$ cat src/rtl/alu_operand_sequencer.sv
// ALU front end: debounced keys drive an operand/opcode entry FSM.
// Emits registered A/B/S plus phase status and a command-valid flag.
module alu_key_debounce #(
  parameter int unsigned CYCLES = 500000
) (
  input  logic clk,
  input  logic rst_n,
  input  logic key_n,
  output logic press
);
  localparam int unsigned CW = $clog2(CYCLES + 1);
  localparam logic [CW-1:0] LAST = CW'(CYCLES - 1);

  logic          sync1_q, sync2_q;
  logic          deb_q, deb_d;
  logic [CW-1:0] cnt_q, cnt_d;
  logic          press_q, press_d;

  // Accept the synchronized level only after it has held for CYCLES clocks.
  always_comb begin
    cnt_d   = cnt_q;
    deb_d   = deb_q;
    if (sync2_q == deb_q) begin
      cnt_d = '0;
    end else if (cnt_q == LAST) begin
      deb_d = sync2_q;
      cnt_d = '0;
    end else begin
      cnt_d = cnt_q + 1'b1;
    end
    press_d = deb_q & ~deb_d;
  end

  // Synchronizer, counter, debounced level and press pulse.
  always_ff @(posedge clk or negedge rst_n) begin
    if (!rst_n) begin
      sync1_q <= 1'b1;
      sync2_q <= 1'b1;
      deb_q   <= 1'b1;
      cnt_q   <= '0;
      press_q <= 1'b0;
    end else begin
      sync1_q <= key_n;
      sync2_q <= sync1_q;
      deb_q   <= deb_d;
      cnt_q   <= cnt_d;
      press_q <= press_d;
    end
  end

  assign press = press_q;
endmodule

module alu_operand_sequencer #(
  parameter int unsigned DEBOUNCE_CYCLES = 500000,
  parameter logic [3:0]  MAX_OP          = 4'd12
) (
  input  logic       clk,
  input  logic       rst_n,
  input  logic [9:0] SW,
  input  logic       key_enter_n,
  input  logic       key_back_n,
  output logic [7:0] A,
  output logic [7:0] B,
  output logic [3:0] S,
  output logic       op_valid,
  output logic [1:0] phase,
  output logic       op_err
);
  localparam logic [1:0] LOAD_A  = 2'b00;
  localparam logic [1:0] LOAD_B  = 2'b01;
  localparam logic [1:0] LOAD_OP = 2'b10;
  localparam logic [1:0] RUN     = 2'b11;

  logic enter_ev, back_ev;

  alu_key_debounce #(.CYCLES(DEBOUNCE_CYCLES)) u_enter (
    .clk   (clk),
    .rst_n (rst_n),
    .key_n (key_enter_n),
    .press (enter_ev)
  );

  alu_key_debounce #(.CYCLES(DEBOUNCE_CYCLES)) u_back (
    .clk   (clk),
    .rst_n (rst_n),
    .key_n (key_back_n),
    .press (back_ev)
  );

  logic [7:0] a_q, a_d;
  logic [7:0] b_q, b_d;
  logic [3:0] s_q, s_d;
  logic [1:0] phase_q, phase_d;
  logic       valid_q, valid_d;
  logic       err_q, err_d;

  // Entry FSM: back outranks enter when both fire together.
  always_comb begin
    a_d     = a_q;
    b_d     = b_q;
    s_d     = s_q;
    phase_d = phase_q;
    err_d   = 1'b0;
    if (back_ev) begin
      unique case (phase_q)
        LOAD_A:  phase_d = LOAD_A;
        LOAD_B:  phase_d = LOAD_A;
        LOAD_OP: phase_d = LOAD_B;
        RUN:     phase_d = LOAD_OP;
        default: phase_d = LOAD_A;
      endcase
    end else if (enter_ev) begin
      unique case (phase_q)
        LOAD_A: begin
          a_d     = SW[7:0];
          phase_d = LOAD_B;
        end
        LOAD_B: begin
          b_d     = SW[7:0];
          phase_d = LOAD_OP;
        end
        LOAD_OP: begin
          if (SW[3:0] <= MAX_OP) begin
            s_d     = SW[3:0];
            phase_d = RUN;
          end else begin
            err_d = 1'b1;
          end
        end
        RUN:     phase_d = LOAD_A;
        default: phase_d = LOAD_A;
      endcase
    end
    valid_d = (phase_d == RUN);
  end

  // Operand, opcode and status registers.
  always_ff @(posedge clk or negedge rst_n) begin
    if (!rst_n) begin
      a_q     <= '0;
      b_q     <= '0;
      s_q     <= '0;
      phase_q <= LOAD_A;
      valid_q <= 1'b0;
      err_q   <= 1'b0;
    end else begin
      a_q     <= a_d;
      b_q     <= b_d;
      s_q     <= s_d;
      phase_q <= phase_d;
      valid_q <= valid_d;
      err_q   <= err_d;
    end
  end

  assign A        = a_q;
  assign B        = b_q;
  assign S        = s_q;
  assign phase    = phase_q;
  assign op_valid = valid_q;
  assign op_err   = err_q;
endmodule

$ cat config.mk
export PLATFORM = sky130hd
export DESIGN_NAME = alu_operand_sequencer
export DESIGN_NICKNAME = d
export VERILOG_FILES = /design/src/rtl/alu_operand_sequencer.sv
export SDC_FILE = /design/constraint.sdc
export NUM_CORES = 1
export LEC_CHECK = 0
export ABC_CLOCK_PERIOD_IN_PS = 3400
export CORE_ASPECT_RATIO = 1.4
export CORE_MARGIN = 2
export CORE_UTILIZATION = 67
export CTS_CLUSTER_SIZE = 25
export DETAILED_ROUTE_END_ITERATION = 6
export DONT_BUFFER_PORTS = 1
export PLACE_DENSITY = 0.92
export SETUP_SLACK_MARGIN = 0.2
export SYNTH_ARGS = -nofsm -noshare
export SYNTH_HDL_FRONTEND = slang
export SYNTH_SLANG_ARGS = --single-unit
$ cat constraint.sdc
create_clock -name clk -period 3.4 [get_ports clk]
set_input_delay 0.34 -clock clk [delete_from_list [all_inputs] [get_ports clk]]
set_output_delay 0.34 -clock clk [all_outputs]
set_load 0.01 [all_outputs]
; ---- Word-level counts from Yosys, hierarchy flattened
; Index checks and enable logic that the tools add are counted.
; Widths: inputs -> output; s select.
[totals]
word_cells = 54
input_bits = 14
register_bits = 70
output_inout_bits = 24
[classes]
eq_ne = 8
n_bitwise = 5
order_cmp = 1
addsub = 2
reduce_logical = 5
n_mux = 17
[op_table]
columns = operator, n
row1 = $mux 19, 4
row2 = $add 19x1->19 const B, 2
row3 = $eq 19x19->1 const B, 2
row4 = $mux 1, 8
row5 = $pmux 2 s4, 1
row6 = $eq 2x2->1 const B, 3
row7 = $mux 2, 3
row8 = $pmux 2 s3, 1
row9 = $reduce_and 3->1, 2
row10 = $le 4x4->1 const B, 1
row11 = $reduce_and 4->1, 1
row12 = $not 1->1, 3
row13 = $and 1x1->1, 2
row14 = $eq 1x1->1, 2
row15 = $eq 2x1->1 const B, 1
row16 = $logic_not 2->1, 1
row17 = $reduce_or 2->1, 1

; ---- Logic depth before layout (Yosys ltp)
; Gate-level depths: netlist of run 1.
[depth]
depth_word = 6
depth_mapped = 7
ltp_nobuf = 6

; ---- Modules after synthesis
; Synthesis of run 1 repeated with hierarchy kept, for this count alone.
[hier_totals]
cells_unflattened = 285
area_unflattened_um2 = 3284.4
[by_module_without_submodules]
columns = mod, instances, cells_each, seq_area_each_um2, area_per_inst_um2
row1 = alu_key_debounce at u_back, 1, 106, 579.3, 1138.6
row2 = alu_key_debounce at u_enter, 1, 110, 579.3, 1122.3
row3 = alu_operand_sequencer, 1, 69, 600.6, 1023.5

; ---- Worst setup path after synthesis of run 1
; Ideal clock, no wire load.
[synth_path]
kind = flip-flop to flip-flop
from = register u_enter.cnt_q[11]
to = register u_enter.cnt_q[10]
synth_period_minus_slack_ns = 2.011
slack_ns = 1.389
arrival_ns = 1.892
path_buffers = 1
stages_incl_launch_ff = 6
setup_ns = 0.119
required_time_ns = 3.281
cell_sequence = dfrtp_1 -> or4_1 -> or4b_4 -> o21ai_4 -> buf_6 -> nor2_1
[synth_via]
elab_chain_cells = 3
[synth_lines]
columns = item, line
row1 = "start, declared", 16  ; logic [CW-1:0] cnt_q, cnt_d;
row2 = "start signal, assigned", 46  ; cnt_q <= cnt_d;
row3 = $eq 19x19->1, 25  ; end else if (cnt_q == LAST) begin
row4 = $mux 19, 25
row5 = $mux 19, 23  ; if (sync2_q == deb_q) begin
row6 = via u_enter.cnt_d[10], 16
; The timed path passes the listed nets, and every way through them passes these cells.
; A chain may end at the register's enable or synchronous reset.

; ---- Worst setup path after layout of run 1
[layout_path]
from = register u_enter.cnt_q[11]
to = register u_enter.cnt_q[3]
; The elaborated chain is that of the path after synthesis.

==> results of run 1 <==
-- final cells by class --
type / instances / area, um2
tap: 62 / 77.57
fill: 286 / 1087
inverter: 9 / 33.78
clock buffer: 11 / 131.4
multi-input combinational: 201 / 1375
clock inverter: 5 / 50.05
timing repair buffer: 4 / 57.56
sequential: 70 / 1759
-- sequential cells by signal, summed over array words and instances (netlist names) --
register,cells
u_back.cnt_q,19
u_enter.deb_q,1
u_back.sync2_q,1
op_valid,1
A,8
u_back.deb_q,1
u_enter.sync2_q,1
S,4
u_back.sync1_q,1
u_enter.sync1_q,1
op_err,1
B,8
phase,2
u_enter.cnt_q,19
u_back.press,1
u_enter.press,1
-- stage by stage --
step | cell area [um2] | util | setup slack [ps] | total power [mW] | std cells
6_report | 3485 | 0.7622 | 1215 | 1.571 | 362
2_1_floorplan | 3207 | - | 1389 | 0.9228 | 288
4_1_cts | 3485 | 0.7622 | 1207 | 1.576 | 362
3_3_place_gp | 3246 | 0.7099 | 1238 | 0.9259 | 342
3_5_place_dp | 3246 | 0.7099 | 1217 | 0.9304 | 342
5_1_grt | 3485 | 0.7622 | 1073 | 1.633 | 362
-- worst max path at each step --
stage                       from                 to  slack, ps  depth (start not counted)
5_1_grt        u_enter.cnt_q[11]   u_enter.cnt_q[3]       1070                          4
4_1_cts        u_enter.cnt_q[11]   u_enter.cnt_q[3]       1210                          4
6_report       u_enter.cnt_q[11]   u_enter.cnt_q[3]       1210                          4
3_3_place_gp   u_enter.cnt_q[11]   u_enter.cnt_q[3]       1240                          4
2_1_floorplan  u_enter.cnt_q[11]  u_enter.cnt_q[10]       1390                          5
3_5_place_dp   u_enter.cnt_q[11]   u_enter.cnt_q[5]       1220                          4
-- kinds of logic after synthesis --
kind of cell | Yosys count | share of synthesized area
and+or+nand+nor | 112 | 0.1904
DFF | 70 | 0.5486
AOI/OAI and AO/OA | 39 | 0.07804
xor gates and xnor gates | 23 | 0.06282
muxes | 19 | 0.06633
buffers and inverters | 17 | 0.02263
adders and majority gates | 8 | 0.03121
-- routing by layer --
| layer | routed length (um) | vias to the layer above | part of all wire |
|---|---|---|---|
| li1 | - | 1031 | - |
| met1 | 2487 | 1085 | 0.39 |
| met2 | 3341 | 84 | 0.53 |
| met3 | 310 | 19 | 0.049 |
| met4 | 208 | 0 | 0.033 |
| met5 | 0 | - | 0 |
-- power breakdown --
group / switching (mW) / leakage (nW) / internal, mW / total [mW]
Sequential: 0.0237 / 0.903 / 0.856 / 0.880
Clock: 0.299 / 0.0968 / 0.334 / 0.633
Combinational: 0.0354 / 0.457 / 0.0227 / 0.0581
-- cells in the final DEF (no fill, tap or decap), types with 5 or more instances in the layout --
master    instances
or4_1             6
dfrtp_1          64
dfstp_2           6
nand4_1           5
inv_1             9
or3_1             5
nand3_1          13
xor2_1           11
xnor2_1          12
ha_1              8
nor2_1           35
o21ai_0           9
clkbuf_8          9
mux2_2           18
nand2_1          15
a21oi_1          16
==> key figures, run 1 <==
Clock tree
  – TritonCTS clock tree: done
  – Bufs on Longest Clock Path: 2
  – Total clock sinks: 70
  – Clk pin slew, worst setup/hold paths: about 80 ps
  – Number of buffers created by CTS: 9
  – Setup Buffers After CTS: 0
  – Post-CTS resize count: 0
  – Worst skew pair latency: 350 ps
  – CTS Hold Bufs: 4
  – H-tree depth reported by CTS: 3
  – CTS root buf: clkbuf_8

Timing
  – Hold slack: 133.2 ps
  – Hold Fails Final Rpt: 0
  – Worst Tran Pin Value: 602.5 ps
  – Unrepaired setup endpoints after global routing: false
  – Fmax: 457.6 MHz
  – Max Slew Vio Count: 0
  – Final Cycle Share: 0.6427
  – Final setup vio count: 0
  – Final Skew: about 13 ps
  – Final min period: 2185 ps
  – Rel. slew slack: 0.5879
  – Setup TNS: 0 ps

Yosys
  – Synthesized cell area: 3207 um2
  – Seq/Total Area, Yosys: 0.5486
  – Cell with the most instances after synthesis: dfrtp_1
  – Synth unique cells: 44
  – Area contributors post-synth: dfrtp_1 (50%), mux2_2 (6.3%), dfstp_2 (4.9%), nor2_1 (4.1%), xnor2_1 (3.3%)
  – Cell count after synthesis: 288
  – Ys Warns: 0
  – Number of synthesized flops with an enable pin: 0
  – Async set-reset flop share out of synthesis: 1.000
  – Mean Syn Cell Area: 11.13 um2
  – Most area-hungry cell type in the Yosys netlist: dfrtp_1
  – Synth cell count leaders: dfrtp_1 (64), nor2_1 (35), mux2_2 (18)
  – Synth Flop Type: dfrtp_1
  – FF+latch count, synth: 70
  – Post-synth top area share: 0.4994
  – Syn Nets: 310

Global routing
  – GR Layer Usage met3: 0.06693
  – Largest net degree at the start of global routing: 71
  – Gr usage total: 0.2657
  – Met1 Track Usage GR: 0.3167
  – Gr busiest metal: met2
  – Initial antenna violation count: 0
  – Vias in the first global route: 2278
  – Met2 Usage GRT: 0.4457
  – Grt total ovfl: 0
  – Global-route wire length before repair: 10.77 mm

Power and ir drop
  – Max IR drop VDD: 0.3281 mV
  – P per Cell Area: 450.8 nW/um2
  – P_leak: 1.457 nW

Floorplanning
  – # rows: 29
  – Die area: 5364 um2
  – Die X: about 62 um
  – Core area: about 4600 um2
  – Die Y: 85.86 um
  – Initial Util: 0.7014
  – # IOs: 38

Critical path
  – CP endpoint kind: flip-flop
  – R2R Path Start: u_enter.cnt_q[11]
  – Crit path max-delay family: simple AND/OR/NAND/NOR gates
  – Crit path buf inv count: 0
  – CP max FO: 18
  – Setup Crit Path Kind: reg -> reg
  – Delay of the slowest critical-path stage: 580 ps
  – Critical Path AT: 2400 ps
  – CP max stage cell: or4b_4
  – R2r setup slk: 1210 ps
  – Worst Setup Start Kind: flip-flop
  – Reg2reg path depth: 4
  – Terminus of the critical flop-to-flop path: u_enter.cnt_q[3]
  – CP Cell Sequence: or4_1 -> or4b_4 -> o21ai_4 -> nor2_1
  – Critical Path RT: about 3600 ps

Drt
  – Vias: 2219
  – DRC: 0
  – Detailed router's first-iteration violation count: 269
  – Final WL: 6.348 mm
  – Post-DR vias/cell: 6.130
  – 1st-pass router iterations: 4
  – DR WL/cell: 17.54 um
  – DRT antenna net count: 0

Worst hold path
  – WHS Path Cells: 1
  – Worst Hold Class: in -> reg
  – Worst hold start: SW[2]
  – Hold endpoint: A[2]

Placement
  – Port Buf Inserts: 0
  – Post-DP HPWL: 3.972 mm
  – GPL Wtd Cong: a little under 0.8

Finish
  – N_diodes: 0
  – Layout area overhead: 8.662%
  – Layout cell share with drive strength beyond 1: 0.1733
  – Final #Nets: 317

Job
  – Max-cap viol count: 0

Outcome
  – Status: finished clean
(Power assumes the default switching activity.)
==> run 2, diff against run 1 <==
--- a/config.mk
+++ b/config.mk
@@ -5,14 +5,14 @@
 export SDC_FILE = /design/constraint.sdc
 export NUM_CORES = 1
 export LEC_CHECK = 0
-export ABC_CLOCK_PERIOD_IN_PS = 3400
+export ABC_CLOCK_PERIOD_IN_PS = 2000
 export CORE_ASPECT_RATIO = 1.4
 export CORE_MARGIN = 2
-export CORE_UTILIZATION = 67
+export CORE_UTILIZATION = 56
 export CTS_CLUSTER_SIZE = 25
 export DETAILED_ROUTE_END_ITERATION = 6
 export DONT_BUFFER_PORTS = 1
-export PLACE_DENSITY = 0.92
+export PLACE_DENSITY = 0.83
 export SETUP_SLACK_MARGIN = 0.2
 export SYNTH_ARGS = -nofsm -noshare
 export SYNTH_HDL_FRONTEND = slang
==> constraint.sdc (replaced) <==
create_clock -name clk -period 2 [get_ports clk]
set_input_delay 0.2 -clock clk [delete_from_list [all_inputs] [get_ports clk]]
set_output_delay 0.2 -clock clk [all_outputs]
set_load 0.01 [all_outputs]
==> run 2 against run 1 <==
Effect of this change:
- the flow now finishes with violations (hold timing, setup timing)
- routed wire length decreased by 1.3%
- global-route usage is 5.0 points lower
- via count increased by 5.3%
- first-iteration DRC count shrank 51%
- register-to-register slack got worse by 1200 ps
- die area rose by 19%
- sequential cell count unchanged
- worst hold slack worse by 590 ps
- sequential power increased by 69%
- non-clock buffer count is 34 higher
- final area up 8.8%
- utilization shrank 7.6 points
- largest cell class unchanged
==> key figures, run 2 (synthesis results as in run 1) <==
Outcome
  – Status: complete, but fails checks
  – Violated checks: hold timing, setup timing

Global routing
  – Initial antenna violation count: 0 (unchanged)
  – Largest net degree at the start of global routing: 71 (unchanged)
  – Grt total ovfl: 0 (unchanged)
  – Vias in the first global route: 2376 (+4.3%)
  – Gr usage total: 0.2160 (-0.04973)
  – Global-route wire length before repair: 10.18 mm (-5.4%)

Timing
  – Unrepaired setup endpoints after global routing: true
  – Rel. slew slack: 0.7261 (+0.1381)
  – Setup ws final: -16.55 ps (-1231 ps)
  – Setup TNS: -34.04 ps (-34.04 ps)
  – Hold slack: -452.9 ps (-586.1 ps)
  – Final Skew: 8.138 ps (-4.463 ps)
  – Worst Tran Pin Value: 400.5 ps (-202.0 ps)
  – Final setup vio count: 6 (+6)
  – Max Slew Vio Count: 0 (unchanged)
  – Final min period: 2017 ps (-168.6 ps)
  – Hold Fails Final Rpt: 70 (+70)
  – Fmax: 495.9 MHz (+8.4%)
  – Final Cycle Share: 1.008 (+0.3656)

Drt
  – 1st-pass router iterations: 4 (unchanged)
  – DRT antenna net count: 0 (unchanged)
  – Detailed router's first-iteration violation count: 131 (-51%)
  – DRC: 0 (unchanged)
  – Post-DR vias/cell: 5.828 (-4.9%)
  – Final WL: 6.268 mm (-1.3%)
  – Vias: 2337 (+5.3%)
  – DR WL/cell: 15.63 um (-11%)

Power and ir drop
  – Sw Ratio: 0.2215 (-0.006686)
  – Internal power: 1.952 mW (+61%)
  – P per Cell Area: 661.3 nW/um2 (+47%)
  – Seq pwr share: 0.596 (+0.036)
  – Max IR drop VDD: 0.5217 mV (+59%)
  – Comb pwr share: 0.038 (about the same)
  – Clock power share: 0.366 (-0.037)
  – P_leak: 1.612 nW (+11%)
  – Switching pwr: 0.5552 mW (+55%)

Finish
  – N_diodes: 0 (unchanged)
  – Fill count: 389 (+36%)
  – Post-Layout Cell Count: 401 (+11%)
  – Biggest registers after layout: u_back.cnt_q (19), u_enter.cnt_q (19)
  – Most common cell after layout, fill and taps aside: dfrtp_1
  – Layout cell share with drive strength beyond 1: 0.2282 (+0.05489)
  – Final Instance Area: 3791 um2 (+8.8%)
  – Final #Nets: 351 (+11%)
  – Most frequent cells in the layout: dfrtp_1 (64), nor2_1 (34), buf_4 (22), mux2_2 (17), a21oi_1 (16)
  – Layout area overhead: 18.22%
  – Multi-input logic area: 1429 um2 (+3.9%)
  – FF/Latch Area: 1759 um2 (unchanged)

Floorplanning
  – Die X: 67.96 um (+8.8%)
  – Die Y: 93.54 um (+8.9%)
  – Core area: 5525 um2 (+21%)
  – Initial Util: 0.5804 (-0.1210)
  – Die area: 6356 um2 (+19%)
  – # IOs: 38 (unchanged)
  – # rows: 32 (+10%)

Critical path
  – Critical Path RT: 2220 ps (-1390 ps)
  – CP max FO: 18 (unchanged)
  – Worst Setup Start Kind: flip-flop
  – Setup Crit Path Kind: reg -> reg
  – CP endpoint kind: flip-flop
  – Critical Path AT: 2240 ps (-160 ps)

Placement
  – Port Buf Inserts: 0 (unchanged)
  – GPL Wtd Cong: 0.7296 (-7.0%)
  – DP Area: 3386 um2 (+4.3%)
  – Post-DP HPWL: 3.997 mm (+0.65%)
  – Placed Cells: 363 (+6.1%)

Clock tree
  – Clk pin slew, worst setup/hold paths: 70 ps (about the same)
  – H-tree depth reported by CTS: 3 (unchanged)
  – Bufs on Longest Clock Path: 2 (unchanged)
  – Total clock sinks: 70 (unchanged)
  – CTS root buf: clkbuf_8
  – Number of buffers created by CTS: 9 (unchanged)
  – Worst skew pair latency: 340 ps (about the same)
  – TritonCTS clock tree: done

Worst hold path
  – Worst Hold Class: in -> async

Job
  – Max-cap viol count: 0 (unchanged)
## run 2: cell count changes in the layout (fill, tap and decap cells not counted), sizes merged
| cell | change |
|---|---|
| buf | +22 |
| bufinv | -1 |
| clkbuf | +2 |
| clkinv | -2 |
| dlygate4sd3 | +12 |
## run 2: power by group through the flow
| stage | logic, mW | registers [mW] | clock network (mW) |
|---|---|---|---|
| 3_5_place_dp | 0.0656 | 1.52 | 0 |
| 5_1_grt | 0.105 | 1.50 | 1.03 |
| 3_3_place_gp | 0.0614 | 1.52 | 0 |
| 4_1_cts | 0.0826 | 1.49 | 0.946 |
| 2_1_floorplan | 0.0564 | 1.51 | 0 |
| 6_report | 0.0961 | 1.49 | 0.918 |
## run 2: critical path: stages (launching register included)
cell and delay, ps:
dfrtp_1 380, or4_1 520, or4b_4 600, o21ai_4 160, buf_12 160, nor2_1 60
## run 2: worst paths after layout
kind | start | endpoint | slack [ps] | depth (start not counted)
setup / recovery | u_enter.cnt_q[11] | u_enter.cnt_q[6] | -20 | 5
hold / removal | rst_n | S[2] | -450 | 0
setup reg to reg | u_enter.cnt_q[11] | u_enter.cnt_q[6] | -20 | 5
hold reg to reg | u_enter.sync1_q | u_enter.sync2_q | 360 | 0
max in group asynchronous | rst_n | u_enter.deb_q | 2260 | 0
min in group clk | SW[2] | B[2] | 20 | 1
## run 2: repair_timing
| action | CTS | global route |
|---|---|---|
| buffers inserted | 5 | 3 |
| resized for setup | 6 | 3 |
| endpoints found under the hold margin | 81 | 80 |
| setup endpoints to repair | 24 | 36 |
| hold buffers | 8 | 7 |
| pin swaps | 2 | 2 |
## run 2: cell type report
type / instances / share of cell area
Clock buffer: 13 / 0.03663
Inverter: 9 / 0.008911
Tap cell: 68 / 0.02244
Multi-Input combinational cell: 201 / 0.3769
Sequential cell: 70 / 0.4640
Clock inverter: 2 / 0.002640
Timing Repair Buffer: 38 / 0.08845
## run 2: metrics by stage
stage,hold slack (ps),setup slack (ps),util,power (mW)
global placement,-93.91,27.99,0.6128,1.579
floorplan,-95.59,-11.08,-,1.569
detailed placement,-93.76,12.50,0.6128,1.585
global route,-485.4,-76.35,0.6861,2.636
finish,-452.9,-16.55,0.6861,2.507
CTS,-465.3,10.18,0.6664,2.521
## run 2: per-layer routing
| metal | vias to the layer above | global-route usage | wire [um] |
|---|---|---|---|
| met3 | 16 | 0.06498 | 314 |
| met1 | 1162 | 0.2211 | 2394 |
| met5 | - | 0 | 0 |
| met4 | 0 | 0.09500 | 136 |
| met2 | 64 | 0.3892 | 3424 |
| li1 | 1095 | - | - |
